[config.mk]
export PLATFORM = sky130hd
export DESIGN_NAME = head_table_ctrl_flat
export DESIGN_NICKNAME = d
export VERILOG_FILES = /design/src/rtl/head_table_ctrl_pkg.sv /design/src/rtl/head_table_if.sv /design/src/rtl/head_table_ctrl_fwd_fifo.sv /design/src/rtl/true_dual_port_ram_single_clock.sv /design/src/rtl/head_table_ctrl.sv /design/src/flat_wrapper.sv
export SDC_FILE = /design/constraint.sdc
export NUM_CORES = 1
export LEC_CHECK = 0
export ABC_AREA = 1
export BUFFER_PORTS_ARGS = -buffer_cell sky130_fd_sc_hd__buf_4
export CAP_MARGIN = 20
export CORE_ASPECT_RATIO = 0.5
export CORE_MARGIN = 4
export CORE_UTILIZATION = 53
export CTS_BUF_LIST = sky130_fd_sc_hd__clkbuf_16
export CTS_CLUSTER_DIAMETER = 150
export DETAILED_ROUTE_END_ITERATION = 8
export PLACE_DENSITY = 0.71
export RECOVER_POWER = 50
export SYNTH_ARGS = -nofsm -noshare
export SYNTH_HDL_FRONTEND = slang
export SYNTH_HIERARCHICAL = 1
export SYNTH_SLANG_ARGS = --single-unit
export TNS_END_PERCENT = 100
[constraint.sdc]
create_clock -name clk_i -period 13.32 [get_ports clk_i]
set_input_delay 1.332 -clock clk_i [delete_from_list [all_inputs] [get_ports clk_i]]
set_output_delay 1.332 -clock clk_i [all_outputs]
set_load 0.02 [all_outputs]
[src/rtl/head_table_ctrl_pkg.sv]
// hash_table: shared widths, command/task types and the write-forwarding match helper
//   BUCKET_WIDTH / HEAD_PTR_WIDTH size the head RAM; ht_command_t is the hashed command,
//   ht_pdata_t the bucket-resolved task sent to the data table, head_ram_data_t one RAM word.
package hash_table;
  localparam int BUCKET_WIDTH = 4;
  localparam int HEAD_PTR_WIDTH = 8;
  localparam int KEY_WIDTH = 16;
  localparam int VALUE_WIDTH = 16;
  typedef enum logic [1:0] {OP_INIT, OP_SEARCH, OP_INSERT, OP_DELETE} ht_opcode_t;
  typedef struct packed {
    ht_opcode_t opcode;
    logic [KEY_WIDTH-1:0] key;
    logic [VALUE_WIDTH-1:0] value;
  } ht_command_t;
  typedef struct packed {
    logic [HEAD_PTR_WIDTH-1:0] ptr;
    logic ptr_val;
  } head_ram_data_t;
  typedef struct packed {
    ht_command_t cmd;
    logic [BUCKET_WIDTH-1:0] bucket;
    logic [HEAD_PTR_WIDTH-1:0] head_ptr;
    logic head_ptr_val;
  } ht_pdata_t;
  typedef struct packed {
    logic v;
    ht_command_t cmd;
    logic [BUCKET_WIDTH-1:0] bucket;
    logic fwd;
    head_ram_data_t fd;
  } ht_stage_t;
  function automatic logic fwd_hit(input logic wr_en, input logic [BUCKET_WIDTH-1:0] wr_addr,
                                   input logic [BUCKET_WIDTH-1:0] bucket);
    return wr_en && wr_addr == bucket;
  endfunction
endpackage

[src/rtl/head_table_if.sv]
// head_table_if: head-pointer write bus from the init/insert/delete engines to the head table
//   wr_addr bucket, wr_data_ptr/wr_data_ptr_val new head, wr_en write strobe (always taken).
interface head_table_if;
  import hash_table::*;
  logic [BUCKET_WIDTH-1:0] wr_addr;
  logic [HEAD_PTR_WIDTH-1:0] wr_data_ptr;
  logic wr_data_ptr_val;
  logic wr_en;
  modport master(output wr_addr, wr_data_ptr, wr_data_ptr_val, wr_en);
  modport slave(input wr_addr, wr_data_ptr, wr_data_ptr_val, wr_en);
endinterface

[src/rtl/head_table_ctrl_fwd_fifo.sv]
// head_fwd_fifo: output FIFO whose entries snoop head writes and replace their head fields on a bucket match
//   push_i/push_data_i enqueue; pop_i dequeues when non-empty; wr_en_i/wr_addr_i/wr_data_i snoop port;
//   data_o/valid_o present the oldest entry; count_o is the registered occupancy.
module head_fwd_fifo
  import hash_table::*;
#(
  parameter int DEPTH = 4
)(
  input  logic clk_i,
  input  logic rst_i,
  input  logic push_i,
  input  ht_pdata_t push_data_i,
  input  logic pop_i,
  input  logic wr_en_i,
  input  logic [BUCKET_WIDTH-1:0] wr_addr_i,
  input  head_ram_data_t wr_data_i,
  output ht_pdata_t data_o,
  output logic valid_o,
  output logic [$clog2(DEPTH):0] count_o
);
  localparam int AW = $clog2(DEPTH);
  localparam int CW = AW + 1;
  ht_pdata_t mem_q [DEPTH];
  ht_pdata_t mem_d [DEPTH];
  logic [AW-1:0] wptr_q, rptr_q;
  logic [CW-1:0] count_q;
  logic pop;
  assign valid_o = count_q != '0;
  assign pop = pop_i && valid_o;
  assign data_o = mem_q[rptr_q];
  assign count_o = count_q;
  // Free slots are snooped too; their contents are dead, so no occupancy gating is needed.
  always_comb begin
    for (int i = 0; i < DEPTH; i++) begin
      mem_d[i] = push_i && wptr_q == AW'(i) ? push_data_i : mem_q[i];
      if (fwd_hit(wr_en_i, wr_addr_i, mem_d[i].bucket)) begin
        mem_d[i].head_ptr = wr_data_i.ptr;
        mem_d[i].head_ptr_val = wr_data_i.ptr_val;
      end
    end
  end
  always_ff @(posedge clk_i or posedge rst_i)
    if (rst_i) begin
      mem_q <= '{default: '0};
      wptr_q <= '0;
      rptr_q <= '0;
      count_q <= '0;
    end else begin
      mem_q <= mem_d;
      wptr_q <= wptr_q + AW'(push_i);
      rptr_q <= rptr_q + AW'(pop);
      count_q <= count_q + CW'(push_i) - CW'(pop);
    end
endmodule

[src/rtl/true_dual_port_ram_single_clock.sv]
// true_dual_port_ram_single_clock: single-clock RAM, port A read, port B write, old data on collision
//   clk_i clock; addr_a_i/q_a_o read port; we_b_i/addr_b_i/data_b_i write port.
//   REGISTER_OUT adds an output register (read latency 2 instead of 1). Contents are never reset.
module true_dual_port_ram_single_clock #(
  parameter int DATA_WIDTH = 9,
  parameter int ADDR_WIDTH = 4,
  parameter int REGISTER_OUT = 1
)(
  input  logic clk_i,
  input  logic [ADDR_WIDTH-1:0] addr_a_i,
  output logic [DATA_WIDTH-1:0] q_a_o,
  input  logic we_b_i,
  input  logic [ADDR_WIDTH-1:0] addr_b_i,
  input  logic [DATA_WIDTH-1:0] data_b_i
);
  logic [DATA_WIDTH-1:0] mem_q [2**ADDR_WIDTH];
  logic [DATA_WIDTH-1:0] rd_q;
  always_ff @(posedge clk_i) begin
    if (we_b_i) mem_q[addr_b_i] <= data_b_i;
    rd_q <= mem_q[addr_a_i];
  end
  if (REGISTER_OUT != 0) begin : g_reg
    logic [DATA_WIDTH-1:0] out_q;
    always_ff @(posedge clk_i) out_q <= rd_q;
    assign q_a_o = out_q;
  end else begin : g_comb
    assign q_a_o = rd_q;
  end
endmodule

[src/rtl/head_table_ctrl.sv]
// head_table_ctrl: looks up bucket head pointers and streams bucket-resolved tasks to the data table
//   clk_i/rst_i clock and async active-high reset; cmd_i/bucket_i/cmd_valid_i/cmd_ready_o command in;
//   pdata_o/pdata_valid_o/pdata_ready_i task stream out; head_table_if slave applies head-pointer writes.
module head_table_ctrl
  import hash_table::*;
#(
  parameter int RAM_LATENCY = 2,
  parameter int FIFO_DEPTH = 4
)(
  input  logic clk_i,
  input  logic rst_i,
  input  ht_command_t cmd_i,
  input  logic [BUCKET_WIDTH-1:0] bucket_i,
  input  logic cmd_valid_i,
  output logic cmd_ready_o,
  output ht_pdata_t pdata_o,
  output logic pdata_valid_o,
  input  logic pdata_ready_i,
  head_table_if.slave head_table_if
);
  ht_stage_t stage_q [RAM_LATENCY];
  ht_stage_t stage_d [RAM_LATENCY];
  ht_stage_t exit_s;
  head_ram_data_t wr_data, ram_q;
  ht_pdata_t push_data;
  logic [$clog2(FIFO_DEPTH):0] fifo_count;
  logic [31:0] in_flight;
  logic accept;
  assign wr_data = '{ptr: head_table_if.wr_data_ptr, ptr_val: head_table_if.wr_data_ptr_val};
  assign accept = cmd_valid_i && cmd_ready_o;
  assign exit_s = stage_q[RAM_LATENCY-1];
  assign push_data = '{cmd: exit_s.cmd, bucket: exit_s.bucket,
                       head_ptr: exit_s.fwd ? exit_s.fd.ptr : ram_q.ptr,
                       head_ptr_val: exit_s.fwd ? exit_s.fd.ptr_val : ram_q.ptr_val};
  always_comb begin
    in_flight = '0;
    for (int i = 0; i < RAM_LATENCY; i++) in_flight = in_flight + 32'(stage_q[i].v);
  end
  // Credits cover pipeline plus FIFO, so an accepted command always finds a FIFO slot at exit.
  assign cmd_ready_o = 32'(fifo_count) + in_flight < 32'(FIFO_DEPTH);
  // A write in the issue cycle is caught on stage 0 because the RAM returns old data then.
  always_comb begin
    stage_d[0] = '{v: accept, cmd: cmd_i, bucket: bucket_i, fwd: 1'b0, fd: '0};
    for (int i = 1; i < RAM_LATENCY; i++) stage_d[i] = stage_q[i-1];
    for (int i = 0; i < RAM_LATENCY; i++)
      if (fwd_hit(head_table_if.wr_en, head_table_if.wr_addr, stage_d[i].bucket)) begin
        stage_d[i].fwd = 1'b1;
        stage_d[i].fd = wr_data;
      end
  end
  always_ff @(posedge clk_i or posedge rst_i)
    if (rst_i) stage_q <= '{default: '0};
    else stage_q <= stage_d;
  true_dual_port_ram_single_clock #(
    .DATA_WIDTH($bits(head_ram_data_t)),
    .ADDR_WIDTH(BUCKET_WIDTH),
    .REGISTER_OUT(RAM_LATENCY > 1 ? 1 : 0)
  ) u_ram (
    .clk_i(clk_i),
    .addr_a_i(bucket_i),
    .q_a_o(ram_q),
    .we_b_i(head_table_if.wr_en),
    .addr_b_i(head_table_if.wr_addr),
    .data_b_i(wr_data)
  );
  // A write in the exit cycle is applied by the FIFO snoop on the entry being pushed.
  head_fwd_fifo #(.DEPTH(FIFO_DEPTH)) u_fifo (
    .clk_i(clk_i),
    .rst_i(rst_i),
    .push_i(exit_s.v),
    .push_data_i(push_data),
    .pop_i(pdata_ready_i),
    .wr_en_i(head_table_if.wr_en),
    .wr_addr_i(head_table_if.wr_addr),
    .wr_data_i(wr_data),
    .data_o(pdata_o),
    .valid_o(pdata_valid_o),
    .count_o(fifo_count)
  );
endmodule
[src/flat_wrapper.sv]
// flat-port wrapper written by rule: the top's interface ports become plain ports
module head_table_ctrl_flat import hash_table::*;
#(
  parameter int RAM_LATENCY = 2,
  parameter int FIFO_DEPTH = 4
)
  (clk_i, rst_i, cmd_i, bucket_i, cmd_valid_i, cmd_ready_o, pdata_o, pdata_valid_o, pdata_ready_i, head_table_if_wr_addr, head_table_if_wr_data_ptr, head_table_if_wr_data_ptr_val, head_table_if_wr_en);
  head_table_if head_table_if_i ();
  input  logic clk_i;
  input  logic rst_i;
  input  ht_command_t cmd_i;
  input  logic [BUCKET_WIDTH-1:0] bucket_i;
  input  logic cmd_valid_i;
  output logic cmd_ready_o;
  output ht_pdata_t pdata_o;
  output logic pdata_valid_o;
  input  logic pdata_ready_i;
  input wire logic [$bits(head_table_if_i.wr_addr)-1:0] head_table_if_wr_addr;
  input wire logic [$bits(head_table_if_i.wr_data_ptr)-1:0] head_table_if_wr_data_ptr;
  input wire logic [$bits(head_table_if_i.wr_data_ptr_val)-1:0] head_table_if_wr_data_ptr_val;
  input wire logic [$bits(head_table_if_i.wr_en)-1:0] head_table_if_wr_en;
  assign head_table_if_i.wr_addr = head_table_if_wr_addr;
  assign head_table_if_i.wr_data_ptr = head_table_if_wr_data_ptr;
  assign head_table_if_i.wr_data_ptr_val = head_table_if_wr_data_ptr_val;
  assign head_table_if_i.wr_en = head_table_if_wr_en;
  head_table_ctrl #(.RAM_LATENCY(RAM_LATENCY), .FIFO_DEPTH(FIFO_DEPTH)) u_core (.clk_i(clk_i), .rst_i(rst_i), .cmd_i(cmd_i), .bucket_i(bucket_i), .cmd_valid_i(cmd_valid_i), .cmd_ready_o(cmd_ready_o), .pdata_o(pdata_o), .pdata_valid_o(pdata_valid_o), .pdata_ready_i(pdata_ready_i), .head_table_if(head_table_if_i));
endmodule
* Word level (Yosys, flattened, before mapping)
Memory sizes are Yosys's and may differ from the RTL's. A register that Yosys moved wholly into a read port is not among the register bits.
Index checks and enable logic that the tools add are counted.
W data, S select, Z words.
** Word-level totals
- Flip-flop bits (word level) :: 302
- Bits in writable memories :: 144
- Word-level logic and storage cells :: 98
- Memories :: 1
** Memory list
- u_core.u_ram.mem_q :: depth 16, bits a word 9, rd ports 1, clocked after memory_dff 1, write ports 1, RTL line true_dual_port_ram_single_clock.sv:16 : logic [DATA_WIDTH-1:0] mem_q [2**ADDR_WIDTH];
** Operators by class
- Add/subtract/negate cells :: 6
- Magnitude comparators :: 2
- Eq/ne operators :: 9
- Mux-type cells :: 17
- Bitwise logic cells :: 1
- Reduce and logical (&&, ||, !) cells :: 18
** Operators with widths (count)
- $bmux W47 S2 :: 1
- $mux W47 :: 2
- $mux W13 :: 4
- $mux W9 :: 4
- $add A3 B32 Y32 :: 1
- $lt A32 B3 Y1 const B :: 1
- $eq A4 B4 Y1 :: 6
- $mux W10 :: 2
- $logic_and A1 B1 Y1 :: 12
- $mux W8 :: 1
- $reduce_bool A2 Y1 :: 4
- $add A2 B1 Y2 :: 2
- $eq A2 B2 Y1 const B :: 2
- $add A3 B1 Y3 :: 1
- $ge A3 B3 Y1 const B :: 1
- $mux W1 :: 3
- $not A2 Y3 :: 1
- $reduce_bool A3 Y1 :: 1
- $sub A3 B1 Y3 :: 1
- $add A1 B1 Y2 :: 1
- $eq A2 B1 Y1 const B :: 1
- $logic_not A2 Y1 :: 1

* Longest topological paths before layout
Gate-level depths: netlist (run 1).
- Depth in word-level cells :: 6
- Mapped depth :: 13

* Cells and area by module
Netlist (run 1), hierarchy kept.
** By module, submodules not included
- head_fwd_fifo :: times used 1, cells each 1206, area an instance 9641.7 sq um, sequential area each 4879.7 sq um
- true_dual_port_ram_single_clock :: times used 1, cells each 624, area an instance 6682.7 sq um, sequential area each 4684.5 sq um
- head_table_ctrl :: times used 1, cells each 192, area an instance 2966.6 sq um, sequential area each 2452.4 sq um

* Worst setup path before layout (run 1)
No wires, ideal clock.
- Path kind :: register to output
- From :: register u_core.u_fifo.rptr_q[0]
- To :: output port pdata_o[11] (netlist bit)
- Arrival :: 1.463 ns
- Setup slack :: 10.525 ns
- Cell stages (with the launch flop) :: 6
- Path buffers :: 2
- Cell sequence :: dfrtp_1 clkinv_1 clkbuf_1 clkbuf_1 a21oi_1 a21oi_1
** RTL lines
- from (decl) :: RTL line head_table_ctrl_fwd_fifo.sv:25 : logic [AW-1:0] wptr_q, rptr_q;
- from (signal assigned) :: RTL line head_table_ctrl_fwd_fifo.sv:51 : rptr_q <= rptr_q + AW'(pop);
- to (decl) :: RTL line flat_wrapper.sv:15 : output ht_pdata_t pdata_o;

==> run_results.csv, run 1 <==
group,metric,value,unit
critical_path,cp_max_fo,93,
clock_tree,cts_hold_buf,0,
clock_tree,clock-sinks,455,
flow_run,max-cap-violations,6,
finish,utilization,0.595,
logic_synthesis,synth_area_leaders,"dfrtp_1, edfxtp_1, nand2_1",
sta,holdWs,0.326,ns
critical_path,arrival,4.87,ns
global_routing,antenna_found_initial,0,
critical_path,slowest_stage,"clkbuf_1",
place,numPortBuffers,104,
finish,drive_gt1_frac,0.0960,
sta,worst_slack,7.12,ns
critical_path,crit_type,"reg2out",
critical_path,crit_family,"buffers and inverters",
die,core,35900,µm²
logic_synthesis,synthCells,2022,
place,dpl.hpwl,26200,µm
sta,tightest_slew,5.85,ns
sta,skew,0.0100,ns
critical_path,timing.reg2reg.setup_slack,8.35,ns
logic_synthesis,yosys-top-cells-count,"nand2_1, dfrtp_1, o21ai_0, inv_1, nand3_1",
power,p_leak,10.1,nW
logic_synthesis,synth_seq_area_share,0.623,
detailed_routing,route.vias.total,14100,
place,place_ws,10.01,ns
logic_synthesis,synth.avg_cell_area,9.54,µm²
clock_tree,cts.reportedPaths.clkPinSlew,0.06,ns
sta,fin_crit_sh,0.465,
logic_synthesis,synth_ff_type,"dfrtp_1",
power,vdd_drop_max,120,µV
die,fp.dieW,278,µm
detailed_routing,post-route-drc-count,0,
outcome,violations,"max-capacitance violations, max-slew violations",
detailed_routing,routed_wl,45100,µm
clock_tree,postCtsSetupBuffers,0,
logic_synthesis,yosys.area.top_type,"dfrtp_1",
logic_synthesis,yosysWarnings,6,
clock_tree,htreeDepth,2,
clock_tree,cts_repair_resize_count,0,
die,dieArea,39700,µm²
global_routing,grt_max_degree,131,
logic_synthesis,yosysUniqueCellTypes,39,
sta,hold_violations,0,
sta,grt_setup_unrepaired,"false",
sta,fmax,161,MHz
detailed_routing,viasPerCell,5.44,
clock_tree,cts_tree,"done",
power,p_per_area,216,nW/µm²
detailed_routing,antenna_left,0,
global_routing,grt_pass1_vias,13600,
global_routing,grt_pass1_wl,72700,µm
critical_path,critPathMaxStageDelay,2.80,ns
logic_synthesis,synth.top_cell.area_share,0.380,
detailed_routing,drtIter0Drc,1525,
global_routing,gr-total-overflow,0,
critical_path,worst_setup_path_start_kind,"flip-flop",
critical_path,critPathBufInv,2,
die,fp-row-count,49,
sta,slew_violations,513,
clock_tree,cts_buffers,41,
sta,maxSlewHeadroom,-2.92,
logic_synthesis,ys_ff_latch,455,
critical_path,crit_chain,"clkbuf_1 > o21ai_0 > o22ai_1 > buf_4",
logic_synthesis,yosysMostFrequentCell,"nand2_1",
logic_synthesis,synth_edf_count,144,
die,ioPinCount,105,
finish,fin_nets,2132,
sta,setup_viol,0,
die,start_util,0.537,
sta,finalCriticalPeriod,6.20,ns
finish,fillers,3094,
finish,area_growth,10.8,%
critical_path,crit_required,11.99,ns
clock_tree,clk_path_buf_depth,3,
detailed_routing,wire_per_inst,17.4,µm
logic_synthesis,synth_area,19300,µm²
outcome,status,"finished, violations left",
clock_tree,cts-root-buf,"clkbuf_16",
logic_synthesis,synthArstFlopShare,0.644,
detailed_routing,dr.pass1.iters,5,
critical_path,critPathCaptureType,"output port",
die,chipHeight,143,µm
place,gp_congestion,0.913,
clock_tree,clock_latency,0.54,ns
global_routing,grt.total_usage,0.228,
finish,diodes,0,
sta,finalSetupTns,0,ns
logic_synthesis,syn_nets,2082,
hold_path,min_path_type,"reg2reg",
==> metal layers <==
metal / GRT usage / up-vias / wire length (µm)
met5: 0 / - / 0
met4: 0.0823 / 0 / 1350
met3: 0.0361 / 104 / 2740
met2: 0.374 / 489 / 21100
met1: 0.314 / 6782 / 19900
li1: - / 6716 / -
==> cells in the final DEF (no fill, tap or decap), types with 3 or more instances in the layout <==
cell type,n
a21oi_1,5
buf_4,59
bufinv_16,4
clkbuf_1,21
clkbuf_16,44
clkbuf_4,31
clkinv_1,8
clkinv_2,11
dfrtp_1,292
dfxtp_1,18
edfxtp_1,144
ha_1,3
inv_1,200
inv_2,4
mux2_2,9
nand2_1,573
nand2_2,8
nand3_1,166
nand3_4,6
nand4_1,48
nor2_1,132
nor2_4,8
o211ai_1,3
o21ai_0,235
o22ai_1,45
xor2_1,4
==> registers in the layout, summed over array words and instances (netlist names), 3 cells and up <==
register               cells
u_core/u_fifo/mem_q      188
u_core/u_ram/mem_q       144
u_core/exit_s             49
u_core/stage_d            39
u_core/stage_q            10
u_core/u_ram/q_a_o         9
u_core/u_ram/rd_q          9
u_core/u_fifo/count_o      3
==> logic make-up (layout without fill, tap and decap cells) <==
kind of cell,Yosys count,in the layout,share of synthesized area
compound gates,290,290,0.0791
xor+xnor,6,6,0.00311
mux,9,9,0.00525
flops,455,455,0.623
simple gates,951,951,0.216
fa+ha+maj,4,4,0.00298
buf+inv,307,389,0.0711
==> worst register-to-register path, delay by kind of cell, from the launching register on <==
kind | cells | cell delay (ns)
AO/OA/AOI/OAI | 1 | 0.48
buffers and inverters | 2 | 2.68
flip-flops | 1 | 0.63
AND/OR/NAND/NOR | 6 | 1.12
==> report_power, final <==
group	internal (mW)	switching, mW	leakage (nW)
Sequential	1.75	0.176	5.07
Combinational	0.530	0.966	4.31
Clock	0.676	0.518	0.695
==> per-stage QoR <==
| step | area (µm²) | cells | power (mW) |
|---|---|---|---|
| after floorplan | 19300 | 2022 | 2.92 |
| after global placement | 20100 | 2513 | 3.40 |
| after detailed placement | 20100 | 2513 | 3.43 |
| after CTS | 21500 | 2588 | 4.64 |
| after global routing | 21400 | 2588 | 4.91 |
| final | 21400 | 2588 | 4.61 |
==> worst paths after layout <==
check | startpoint | end | depth (start not counted)
max reg2reg | u_core/u_fifo/wptr_q[1] | u_core/u_fifo/mem_q[101] | 9
min reg2reg | u_core/u_ram/rd_q[0] | u_core/u_ram/q_a_o[0] | 0
min in group asynchronous | rst_i | u_core/stage_d[47] | 2
min | u_core/u_ram/rd_q[0] | u_core/u_ram/q_a_o[0] | 0
max | u_core/u_fifo/rptr_q[0] | pdata_o[16] | 4
max in group asynchronous | rst_i | u_core/u_fifo/rptr_q[0] | 2
==> layout make-up <==
class / count / area [µm²] / area share
clock inverters: 31 / 248 / 0.0116
well taps: 484 / 606 / 0.0283
repair buffers: 111 / 754 / 0.0353
inverters: 203 / 776 / 0.0363
multi-input cells: 1260 / 5870 / 0.275
flip-flops and latches: 455 / 12000 / 0.562
clock buffers: 44 / 1100 / 0.0515
No activity file was read; power rests on OpenSTA's default activity.
==> inputs of run 2 (changes only) <==
==> constraint.sdc (replaced) <==
create_clock -name clk_i -period 6.5 [get_ports clk_i]
set_input_delay 0.65 -clock clk_i [delete_from_list [all_inputs] [get_ports clk_i]]
set_output_delay 0.65 -clock clk_i [all_outputs]
set_load 0.02 [all_outputs]
==> run 2 against run 1 <==
Against the previous run: largest cell class unchanged; combinational power grew 100%; sequential power is 110% higher; clock skew increased by 0.0067 ns; non-clock buffer count grew 1; worst hold slack lost 0.099 ns; cell count barely moved; design area about the same; register-to-register slack worse by 5.0 ns; largest power group unchanged; clock power grew 97%; setup slack lost 5.1 ns; power is 100% higher; the run still ends with max-capacitance violations, max-slew violations left.
==> run_results.csv, run 2 (same netlist as run 1, synthesis figures left out) <==
group,metric,value,unit
die,dieArea,39700,µm²
die,core,35900,µm²
clock_tree,htreeDepth,2,
global_routing,grt_max_degree,119,
hold_path,min_path_type,"in2reg",
power,p_per_area,437,nW/µm²
sta,grt_setup_unrepaired,"false",
critical_path,critPathCaptureType,"flip-flop",
detailed_routing,route.vias.total,14000,
detailed_routing,routed_wl,44900,µm
flow_run,max-cap-violations,3,
finish,utilization,0.595,
sta,slew_violations,164,
sta,skew,0.0167,ns
finish,regMostFlops,"u_core/u_fifo/mem_q",
power,p_clk_frac,0.252,
sta,setup_viol,0,
detailed_routing,wire_per_inst,17.3,µm
critical_path,worst_setup_path_start_kind,"primary input",
sta,tightest_slew,3.71,ns
clock_tree,cts_repair_resize_count,0,
global_routing,grt_pass1_wl,72200,µm
sta,finalSetupTns,0,ns
power,vdd_drop_max,288,µV
place,dpl.cell_count,2513,
detailed_routing,drtIter0Drc,1318,
clock_tree,cts_hold_buf,0,
sta,hold_violations,0,
finish,stdcell_count,2590,
finish,fin_nets,2134,
finish,diodes,0,
clock_tree,postCtsSetupBuffers,0,
power,p_sw_frac,0.366,
sta,finalCriticalPeriod,4.44,ns
critical_path,cp_max_fo,76,
clock_tree,clock_latency,0.56,ns
critical_path,crit_type,"in2reg",
finish,mostFrequentLayoutCells,"nand2_1, dfrtp_1, o21ai_0",
clock_tree,cts_buffers,42,
place,placed_cell_area,20100,µm²
global_routing,antenna_found_initial,0,
die,start_util,0.537,
die,ioPinCount,105,
detailed_routing,post-route-drc-count,0,
place,numPortBuffers,104,
clock_tree,clock-sinks,455,
sta,maxSlewHeadroom,-1.47,
sta,fmax,225,MHz
critical_path,arrival,4.87,ns
die,fp-row-count,49,
power,combPwrFrac,0.325,
global_routing,grt.total_usage,0.227,
finish,largest_reg_flops,188,
power,internal_power,5.93,mW
global_routing,grt_pass1_vias,13300,
global_routing,gr-total-overflow,0,
power,switching_power,3.42,mW
outcome,status,"finished, violations left",
critical_path,crit_required,6.93,ns
detailed_routing,dr.pass1.iters,6,
finish,area_growth,10.9,%
clock_tree,cts-root-buf,"clkbuf_16",
finish,drive_gt1_frac,0.0992,
outcome,violations,"max-capacitance violations, max-slew violations",
finish,fillers,3131,
place,dpl.hpwl,26500,µm
die,fp.dieW,278,µm
die,chipHeight,143,µm
power,power_frac_seq,0.423,
clock_tree,cts.reportedPaths.clkPinSlew,0.07,ns
clock_tree,clk_path_buf_depth,3,
clock_tree,cts_tree,"done",
sta,fin_crit_sh,0.683,
detailed_routing,antenna_left,0,
power,p_leak,10.1,nW
detailed_routing,viasPerCell,5.41,
place,gp_congestion,0.889,
finish,final_cell_area,21400,µm²
finish,layout_commonest_cell,"nand2_1",
## run 2: metal layers
| layer | up-vias | global-route usage | wire length, µm |
|---|---|---|---|
| met3 | 84 | 0.0361 | 2650 |
| met1 | 6787 | 0.321 | 20100 |
| met2 | 440 | 0.370 | 21000 |
| met4 | 0 | 0.0637 | 1090 |
| met5 | - | 0.00699 | 0 |
| li1 | 6708 | - | - |
## run 2: worst max-delay path: stages
cell and delay, ns:
clkbuf_1 2.55, inv_8 0.74, nand2_1 0.24, nand2_1 0.07, nand2_1 0.06, nand3_1 0.15, nand3_1 0.17, nand2_1 0.09
## run 2: per-stage QoR
stage	hold WS, ns	worst slack (ns)	power (mW)
final	0.227	2.06	9.34
after global routing	0.198	1.75	9.93
after CTS	0.179	3.08	9.41
after detailed placement	0.312	3.36	7.03
after global placement	0.310	3.45	6.96
after floorplan	0.310	0.538	5.99
## run 2: cell type report
cell class / instances / area, µm² / area share
Timing Repair Buffer: 112 / 797 / 0.0373
Clock buffer: 46 / 1150 / 0.0538
Multi-Input combinational cell: 1260 / 5880 / 0.275
Tap cell: 484 / 606 / 0.0283
Clock inverter: 30 / 155 / 0.00725
Inverter: 203 / 782 / 0.0366
Sequential cell: 455 / 12000 / 0.562
## run 2: power by group through the flow
stage	logic (mW)	registers (mW)	clock network (mW)
floorplan	2.14	3.85	0
global placement	2.99	3.97	0
detailed placement	3.05	3.98	0
CTS	3.06	3.94	2.41
global route	3.39	4.02	2.53
finish	3.04	3.95	2.35
## run 2: final timing paths
check	startpoint	to	slack, ns	cells after the start
worst min register to register	u_core/u_ram/rd_q[1]	u_core/u_ram/q_a_o[1]	0.32	0
worst max-delay path	bucket_i[0]	u_core/u_ram/rd_q[8]	2.06	8
max in group asynchronous	rst_i	u_core/exit_s[35]	4.22	3
worst max register to register	u_core/exit_s[48]	u_core/u_fifo/mem_q[6]	3.32	9
worst min-delay path	cmd_i[7]	u_core/stage_d[21]	0.23	1
min in group asynchronous	rst_i	u_core/u_fifo/mem_q[48]	0.31	2
==> inputs of run 3 (changes only) <==
--- a/config.mk
+++ b/config.mk
@@ -5,7 +5,7 @@
 export SDC_FILE = /design/constraint.sdc
 export NUM_CORES = 1
 export LEC_CHECK = 0
-export ABC_AREA = 1
+export ABC_AREA = 0
 export BUFFER_PORTS_ARGS = -buffer_cell sky130_fd_sc_hd__buf_4
 export CAP_MARGIN = 20
 export CORE_ASPECT_RATIO = 0.5
==> constraint.sdc (replaced) <==
create_clock -name clk_i -period 4.55 [get_ports clk_i]
set_input_delay 0.455 -clock clk_i [delete_from_list [all_inputs] [get_ports clk_i]]
set_output_delay 0.455 -clock clk_i [all_outputs]
set_load 0.02 [all_outputs]
==> run 3 against run 2 <==
Against the previous run: first-iteration DRC count down 50%; via count down 36%; highest routed layer unchanged; cell count down 39%; worst hold slack worse by 0.17 ns; the run still ends with max-capacitance violations, max-slew violations left; setup slack worse by 0.88 ns; design area down 5.1%; count of clock-buffer cells in the layout down 5; wire length down 22%; largest power group unchanged; sequential power up 49%; sequential cell count unchanged.
==> run_results.csv, run 3 <==
group,metric,value,unit
outcome,status,"finished, violations left",
outcome,violations,"max-capacitance violations, max-slew violations",
die,ioPinCount,105,
logic_synthesis,synth_area_leaders,"dfrtp_1, edfxtp_1, mux2_2",
clock_tree,cts_buffers,39,
critical_path,worst_setup_path_start_kind,"primary input",
finish,drive_gt1_frac,0.404,
clock_tree,postCtsSetupBuffers,0,
place,dpl.hpwl,21600,µm
global_routing,gr-total-overflow,0,
sta,slew_violations,253,
critical_path,reg2reg_from,"u_core/u_fifo/wptr_q[0]",
finish,area_growth,13.2,%
detailed_routing,wire_per_inst,22.4,µm
logic_synthesis,synth_area,17900,µm²
finish,fin_nets,1163,
sta,hold_violations,0,
sta,tightest_slew,2.97,ns
logic_synthesis,synth.avg_cell_area,18.1,µm²
global_routing,grt_pass1_wl,55800,µm
critical_path,reg2reg_to,"u_core/u_fifo/mem_q[50]",
logic_synthesis,synth.top_cell.area_share,0.409,
die,core,33200,µm²
global_routing,grt_pass1_vias,9827,
clock_tree,clock_latency,0.53,ns
clock_tree,clock-sinks,455,
logic_synthesis,synthCells,990,
finish,largest_reg_flops,188,
finish,diodes,0,
sta,finalCriticalPeriod,3.37,ns
detailed_routing,post-route-drc-count,0,
logic_synthesis,yosysWarnings,6,
finish,fillers,2412,
clock_tree,cts-root-buf,"clkbuf_16",
critical_path,crit_chain,"clkbuf_1 > mux4_1 > a22oi_1 > nand2_1",
die,start_util,0.540,
clock_tree,cts_tree,"done",
clock_tree,clk_path_buf_depth,3,
global_routing,grt.total_usage,0.194,
logic_synthesis,yosys-top-cells-count,"dfrtp_1, mux2_2, edfxtp_1, mux4_2, nand2_1",
logic_synthesis,synthArstFlopShare,0.644,
sta,finalSetupTns,0,ns
die,fp.dieW,268,µm
sta,skew,0.00991,ns
logic_synthesis,synth_ff_type,"dfrtp_1",
logic_synthesis,yosysUniqueCellTypes,55,
logic_synthesis,yosys.area.top_type,"dfrtp_1",
die,chipHeight,138,µm
power,p_per_area,647,nW/µm²
detailed_routing,viasPerCell,5.70,
power,vdd_drop_max,297,µV
logic_synthesis,ys_ff_latch,455,
power,fin_total_pwr,13.1,mW
global_routing,grt_max_degree,63,
sta,fmax,297,MHz
clock_tree,cts_repair_resize_count,0,
die,fp-row-count,47,
finish,mostFrequentLayoutCells,"dfrtp_1, mux2_2, edfxtp_1",
finish,layout_commonest_cell,"dfrtp_1",
critical_path,cp-endpoint,"u_core/u_ram/rd_q[8]",
flow_run,max-cap-violations,6,
logic_synthesis,syn_nets,1050,
critical_path,crit_start,"bucket_i[0]",
clock_tree,cts_hold_buf,0,
sta,maxSlewHeadroom,-0.977,
logic_synthesis,synth_seq_area_share,0.670,
detailed_routing,routed_wl,35200,µm
clock_tree,cts.reportedPaths.clkPinSlew,0.06,ns
logic_synthesis,synth_edf_count,144,
critical_path,crit_required,4.96,ns
critical_path,critPathCaptureType,"flip-flop",
detailed_routing,route.vias.total,8952,
critical_path,timing.reg2reg.setup_slack,1.46,ns
global_routing,antenna_found_initial,0,
logic_synthesis,yosysMostFrequentCell,"dfrtp_1",
die,dieArea,37000,µm²
finish,regMostFlops,"u_core/u_fifo/mem_q",
critical_path,crit_type,"in2reg",
sta,grt_setup_unrepaired,"false",
critical_path,critPathMaxStageDelay,2.06,ns
clock_tree,htreeDepth,2,
power,p_leak,8.18,nW
sta,setup_viol,0,
detailed_routing,antenna_left,0,
critical_path,slowest_stage,"clkbuf_1",
hold_path,min_path_type,"in2reg",
critical_path,arrival,3.78,ns
sta,fin_crit_sh,0.740,
critical_path,r2r_cells,6,
place,gp_congestion,0.812,
critical_path,cp_max_fo,38,
detailed_routing,drtIter0Drc,665,
detailed_routing,dr.pass1.iters,4,
place,numPortBuffers,104,
-- run 3: kinds of logic (layout without fill, tap and decap cells) --
group                      after synthesis  after routing  synth area share
DFF                                    455            455             0.670
muxes                                  316            316             0.255
and+or+nand+nor                         93             93            0.0293
buffers and inverters                   55            195            0.0157
AOI/OAI and AO/OA                       48             48            0.0176
xor gates and xnor gates                19             19           0.00928
adders and majority gates                4              4           0.00321
-- run 3: through the flow --
stage	instances	setup WS, ns	util	hold slack [ns]	area [µm²]
CTS	1569	1.45	0.613	0.00299	20400
finish	1571	1.18	0.611	0.0568	20300
global placement	1501	1.53	0.577	0.314	19200
global route	1571	0.779	0.611	0.0220	20300
floorplan	990	1.53	-	0.310	17900
detailed placement	1501	1.45	0.577	0.312	19200
-- run 3: worst min-delay path by stage --
stage	start	end	slack [ns]	depth (start not counted)
after global routing	cmd_i[32]	u_core/stage_d[46]	0.02	1
after global placement	u_core/u_ram/rd_q[7]	u_core/u_ram/q_a_o[7]	0.31	0
after CTS	cmd_i[3]	u_core/stage_d[17]	0.003	1
after floorplan	u_core/u_ram/rd_q[0]	u_core/u_ram/q_a_o[0]	0.31	0
after detailed placement	u_core/u_ram/rd_q[1]	u_core/u_ram/q_a_o[1]	0.31	0
final	cmd_i[2]	u_core/stage_d[16]	0.06	1
-- run 3: critical path: cells and delay by family --
family | cells | cell delay, ns
muxes | 1 | 0.81
AOI/OAI and AO/OA | 1 | 0.32
and+or+nand+nor | 1 | 0.09
buffers and inverters | 1 | 2.06
-- run 3: cell type report --
cell class,instances,area (µm²),share of cell area
clock buffers,41,1030,0.0505
clock inverters,27,169,0.00832
inverters,9,36.3,0.00179
multi-input cells,480,5660,0.279
flip-flops and latches,455,12000,0.592
well taps,441,552,0.0272
repair buffers,118,832,0.0410
-- run 3: report_power, final --
part	internal, mW	leakage (nW)	switching [mW]
registers	5.20	4.99	0.699
clock network	1.74	0.624	1.40
logic	2.30	2.57	1.78
-- run 3: per-layer routing --
| layer | vias to the layer above | track usage | wire length [µm] |
|---|---|---|---|
| met5 | - | 0 | 0 |
| met4 | 0 | 0.0467 | 578 |
| met3 | 48 | 0.0344 | 1590 |
| met2 | 188 | 0.335 | 18400 |
| met1 | 4745 | 0.259 | 14600 |
| li1 | 3971 | - | - |
